[config.mk]
export PLATFORM = sky130hd
export DESIGN_NAME = square_stage_pipe
export DESIGN_NICKNAME = d
export VERILOG_FILES = /design/src/rtl/square_stage_pipe.sv
export SDC_FILE = /design/constraint.sdc
export NUM_CORES = 1
export LEC_CHECK = 0
export CORE_ASPECT_RATIO = 1.4
export CORE_UTILIZATION = 55
export CTS_CLUSTER_DIAMETER = 100
export CTS_CLUSTER_SIZE = 24
export DETAILED_ROUTE_END_ITERATION = 8
export DONT_BUFFER_PORTS = 1
export GPL_TIMING_DRIVEN = 1
export PLACE_DENSITY = 0.73
export SETUP_SLACK_MARGIN = 0.4
export SYNTH_ARGS = -nofsm -noshare
export SYNTH_HDL_FRONTEND = slang
export SYNTH_SLANG_ARGS = --single-unit
export TNS_END_PERCENT = 1
[constraint.sdc]
create_clock -name clk -period 8.4 [get_ports clk]
set_input_delay 1.26 -clock clk [delete_from_list [all_inputs] [get_ports clk]]
set_output_delay 1.26 -clock clk [all_outputs]
set_load 0.02 [all_outputs]
[src/rtl/square_stage_pipe.sv]
// square_stage_pipe: per-channel square with valid/ready pipeline; define SQ_SAT_EN to saturate squares above 2^W-1
module square_stage_pipe #(
  parameter int N_CH = 9,
  parameter int W = 8,
  parameter int LAT = 2
) (
  input  logic                clk,
  input  logic                rst,
  input  logic                in_valid,
  output logic                in_ready,
  input  logic [N_CH*W-1:0]   p_in,
  input  logic [N_CH*W-1:0]   c_in,
  output logic                out_valid,
  input  logic                out_ready,
  output logic [N_CH*W-1:0]   p_out,
  output logic [N_CH*W-1:0]   c_out,
  output logic [15:0]         beat_cnt
);
  logic [LAT-1:0]      v;
  logic [N_CH*W-1:0]   p [LAT];
  logic [N_CH*W-1:0]   c [LAT];
  logic [N_CH*W-1:0]   sq_red;
  logic                stall;
  assign stall     = out_valid && !out_ready;
  assign in_ready  = !stall;
  assign out_valid = v[LAT-1];
  assign p_out     = p[LAT-1];
  assign c_out     = c[LAT-1];
  for (genvar k = 0; k < N_CH; k++) begin : g_ch
    logic [2*W-1:0] sq;
    assign sq = c_in[k*W +: W] * c_in[k*W +: W];
`ifdef SQ_SAT_EN
    assign sq_red[k*W +: W] = (|sq[2*W-1:W]) ? {W{1'b1}} : sq[W-1:0];
`else
    assign sq_red[k*W +: W] = sq[W-1:0];
`endif
  end
  // whole pipe shifts together unless the output is stalled; stage 0 captures the squared beat
  always_ff @(posedge clk) begin
    if (rst) begin
      v <= '0;
      for (int i = 0; i < LAT; i++) begin
        p[i] <= '0;
        c[i] <= '0;
      end
    end else if (!stall) begin
      v[0] <= in_valid;
      p[0] <= p_in;
      c[0] <= sq_red;
      for (int i = 1; i < LAT; i++) begin
        v[i] <= v[i-1];
        p[i] <= p[i-1];
        c[i] <= c[i-1];
      end
    end
  end
  // count delivered beats, wrapping at 16 bits
  always_ff @(posedge clk) begin
    if (rst) beat_cnt <= '0;
    else if (out_valid && out_ready) beat_cnt <= beat_cnt + 16'd1;
  end
endmodule

==> insert_results.sql <==
INSERT INTO impl_metrics (metric_group, metric, value, unit) VALUES
('timing', 'fin_worst_hold_slack', '0.480', 'ns'),
('timing', 'report.final.hold_viol_count', '0', ''),
('floorplan', 'design.portCount', '310', ''),
('timing', 'timing.final.max_slew_violations', '0', ''),
('synthesis', 'async_reset_ff_share', '0', '%'),
('layout', 'finalNetCount', '1620', ''),
('global_routing', 'globalRouteOverflowTotal', '0', ''),
('setup_path', 'timing.critical_path.from_type', 'primary input', ''),
('setup_path', 'setup.worst_path.class', 'primary input to flop', ''),
('cts', 'tritoncts', 'done', ''),
('power', 'total_power', '3.37', 'mW'),
('routing', 'antenna_violating_nets_post_route', '0', ''),
('timing', 'period_minus_slack', '4.02', 'ns'),
('global_routing', 'global_route.usage.total', '16.6', '%'),
('global_routing', 'first_global_vias', '8578', ''),
('synthesis', 'edff_count_synth', '270', ''),
('cts', 'clk_pin_slew_worst_paths', '0.10', 'ns'),
('routing', 'wl', '26500', 'um'),
('placed_design', 'pre_cts_slack', '3.88', 'ns'),
('layout', 'final_layout_size_suffix_gt1_share', '2.33', '%'),
('setup_path', 'timing.critical_path.max_delay_family', 'adder cells', ''),
('setup_path', 'cp-end-kind', 'flop', ''),
('setup_path', 'critical_path_peak_fanout', '4', ''),
('global_routing', 'grt_start_max_net_pins', '112', ''),
('floorplan', 'starting_density_of_the_core', '55.8', '%'),
('run_status', 'run_status', 'finished clean', ''),
('timing', 'slew-limit-headroom', '25.2', '%'),
('timing', 'unrepaired_setup_endpoints_after_global_routing', 'no', ''),
('cts', 'cts_max_path_buffers', '3', ''),
('timing', 'finalWorstSetupSlack', '4.38', 'ns'),
('synthesis', 'synth-simple-area-share', '15.8', '%'),
('cts', 'cts_buffers', '15', ''),
('floorplan', 'coreArea', '30700', 'um2'),
('floorplan', 'rows', '76', ''),
('power', 'cellLeakagePower', '7.42', 'nW'),
('timing', 'final_min_period_over_clock_period', '47.8', '%'),
('cts', 'root_cell_of_the_clock_tree', 'sky130_fd_sc_hd__clkbuf_16', ''),
('synthesis', 'post_synth_mux_area_share', '0.475', '%'),
('placed_design', 'placed_insts', '1655', ''),
('timing', 'final-setup-viol-count', '0', ''),
('placed_design', 'gp_congestion', '0.794', ''),
('global_routing', 'number_of_antenna_violations_at_the_first_check_in_global_routing', '3', ''),
('setup_path', 'startpoint', 'c_in[27]', ''),
('timing', 'timing.setup.tns', '0', 'ns'),
('routing', 'post_drt_via_cell_ratio', '5.07', ''),
('power', 'irDropWorstVdd', '0.126', 'mV'),
('setup_path', 'path_common_cell', 'sky130_fd_sc_hd__ha_1', ''),
('global_routing', 'global_route_wire_length_before_repair', '41700', 'um'),
('setup_path', 'critical-path-max-stage-delay', '0.52', 'ns'),
('synthesis', 'syn_avg_cell_area', '12.0', 'um2'),
('timing', 'maxClockFrequency', '0.249', 'GHz'),
('synthesis', 'synth_seq_area_share', '49.4', '%'),
('floorplan', 'floorplan.die_area', '31900', 'um2'),
('cts', 'worstSkewPairLatency', '0.50', 'ns'),
('synthesis', 'synth_top_cells_by_area', 'sky130_fd_sc_hd__edfxtp_1 (47%), sky130_fd_sc_hd__and2_1 (11%), sky130_fd_sc_hd__fa_1 (8.6%)', ''),
('run', 'max_cap_viol_count', '0', ''),
('layout', 'syn2layout_area_growth', '-1.52', '%'),
('synthesis', 'synth-compound-area-share', '1.86', '%'),
('synthesis', 'syn-cell-area', '17100', 'um2'),
('cts', 'cts_setup_buffers', '0', ''),
('setup_path', 'critPathSlowestCell', 'sky130_fd_sc_hd__fa_1', ''),
('routing', 'route.detailed.drc', '0', ''),
('setup_path', 'worst_path_required', '8.74', 'ns'),
('cts', 'clock-sinks', '288', ''),
('routing', 'wire_per_inst', '15.8', 'um'),
('floorplan', 'fp.dieW', '151', 'um'),
('cts', 'cts_resized', '0', ''),
('setup_path', 'number_of_buffer_and_inverter_instances_along_the_worst_setup_path', '2', ''),
('placed_design', 'place.port_buffers', '0', ''),
('synthesis', 'synthAdderAreaFrac', '17.1', '%'),
('timing', 'clock_skew', '0.0179', 'ns');
-- state kept, by name, indices dropped and copies added, names as in the netlist --
register / count
v: 2
beat_cnt: 16
c: 126
p: 144
-- report_power, final --
group          switching (mW)  leakage, nW  internal (mW)  total (mW)
sequential              0.141         3.31           1.77        1.91
clock                   0.416        0.191          0.331       0.747
combinational           0.366         3.93          0.343       0.709
-- kinds of logic after synthesis --
| group | after synthesis |
|---|---|
| and+or+nand+nor | 462 |
| muxes | 8 |
| AOI/OAI and AO/OA | 53 |
| xor gates and xnor gates | 82 |
| other | 2 |
| buffers and inverters | 346 |
| adders and majority gates | 190 |
| DFF | 288 |
-- layout make-up --
| cell class | count | area [um2] |
|---|---|---|
| sequential | 288 | 8470 |
| timing repair buffer | 5 | 37.5 |
| inverter | 164 | 616 |
| clock buffer | 20 | 394 |
| tap | 390 | 488 |
| fill | 2520 | 13800 |
| antenna | 3 | 7.51 |
| multi-input combinational | 808 | 6860 |
-- layer usage --
layer | vias up | part of all wire (%) | track usage (%)
li1 | 4163 | - | -
met1 | 4095 | 37 | 18.3
met2 | 214 | 53 | 31.2
met3 | 40 | 6.6 | 3.17
met4 | 0 | 3.1 | 5.93
met5 | - | 0 | 0
-- through the flow --
stage               instance area [um2]  utilization (%)
detailed placement                16500             53.6
finish                            16900             54.9
CTS                               16900             54.9
global placement                  16500             53.6
floorplan                         17200                -
global route                      16900             54.9
-- cells in the mapped netlist, types with 2 or more instances --
cell                       count
sky130_fd_sc_hd__a21o_1       16
sky130_fd_sc_hd__a21oi_1      23
sky130_fd_sc_hd__and2_1      311
sky130_fd_sc_hd__and3_1        9
sky130_fd_sc_hd__buf_2         7
sky130_fd_sc_hd__buf_4       146
sky130_fd_sc_hd__clkbuf_1     27
sky130_fd_sc_hd__conb_1        2
sky130_fd_sc_hd__dfxtp_1      18
sky130_fd_sc_hd__edfxtp_1    270
sky130_fd_sc_hd__fa_1         74
sky130_fd_sc_hd__ha_1        116
sky130_fd_sc_hd__inv_1       164
sky130_fd_sc_hd__mux2i_1       7
sky130_fd_sc_hd__nand2_1      38
sky130_fd_sc_hd__nand3_1       8
sky130_fd_sc_hd__nand4_1       4
sky130_fd_sc_hd__nor2_1       47
sky130_fd_sc_hd__nor2b_1      13
sky130_fd_sc_hd__nor3_1        6
sky130_fd_sc_hd__nor3b_1       9
sky130_fd_sc_hd__o21a_1        3
sky130_fd_sc_hd__o21ai_0       9
sky130_fd_sc_hd__o31ai_1       2
sky130_fd_sc_hd__or3_1         4
sky130_fd_sc_hd__or3_2         2
sky130_fd_sc_hd__or4_1         2
sky130_fd_sc_hd__xnor2_1      50
sky130_fd_sc_hd__xnor3_1       3
sky130_fd_sc_hd__xor2_1       29
-- worst min-delay path: stages, from the launching register on --
cell	delay, ns
sky130_fd_sc_hd__dfxtp_1	0.34
sky130_fd_sc_hd__nor2_1	0.05
sky130_fd_sc_hd__nor2_1	0.07
-- final timing paths --
check	endpoint	slack (ns)	depth (start not counted)
max	c[0][31]	4.38	14
min	v[1]	0.48	2
max reg2reg	p[0][47]	5.00	4
min reg2reg	v[1]	0.48	2
Power figures use the tool's default switching activity.
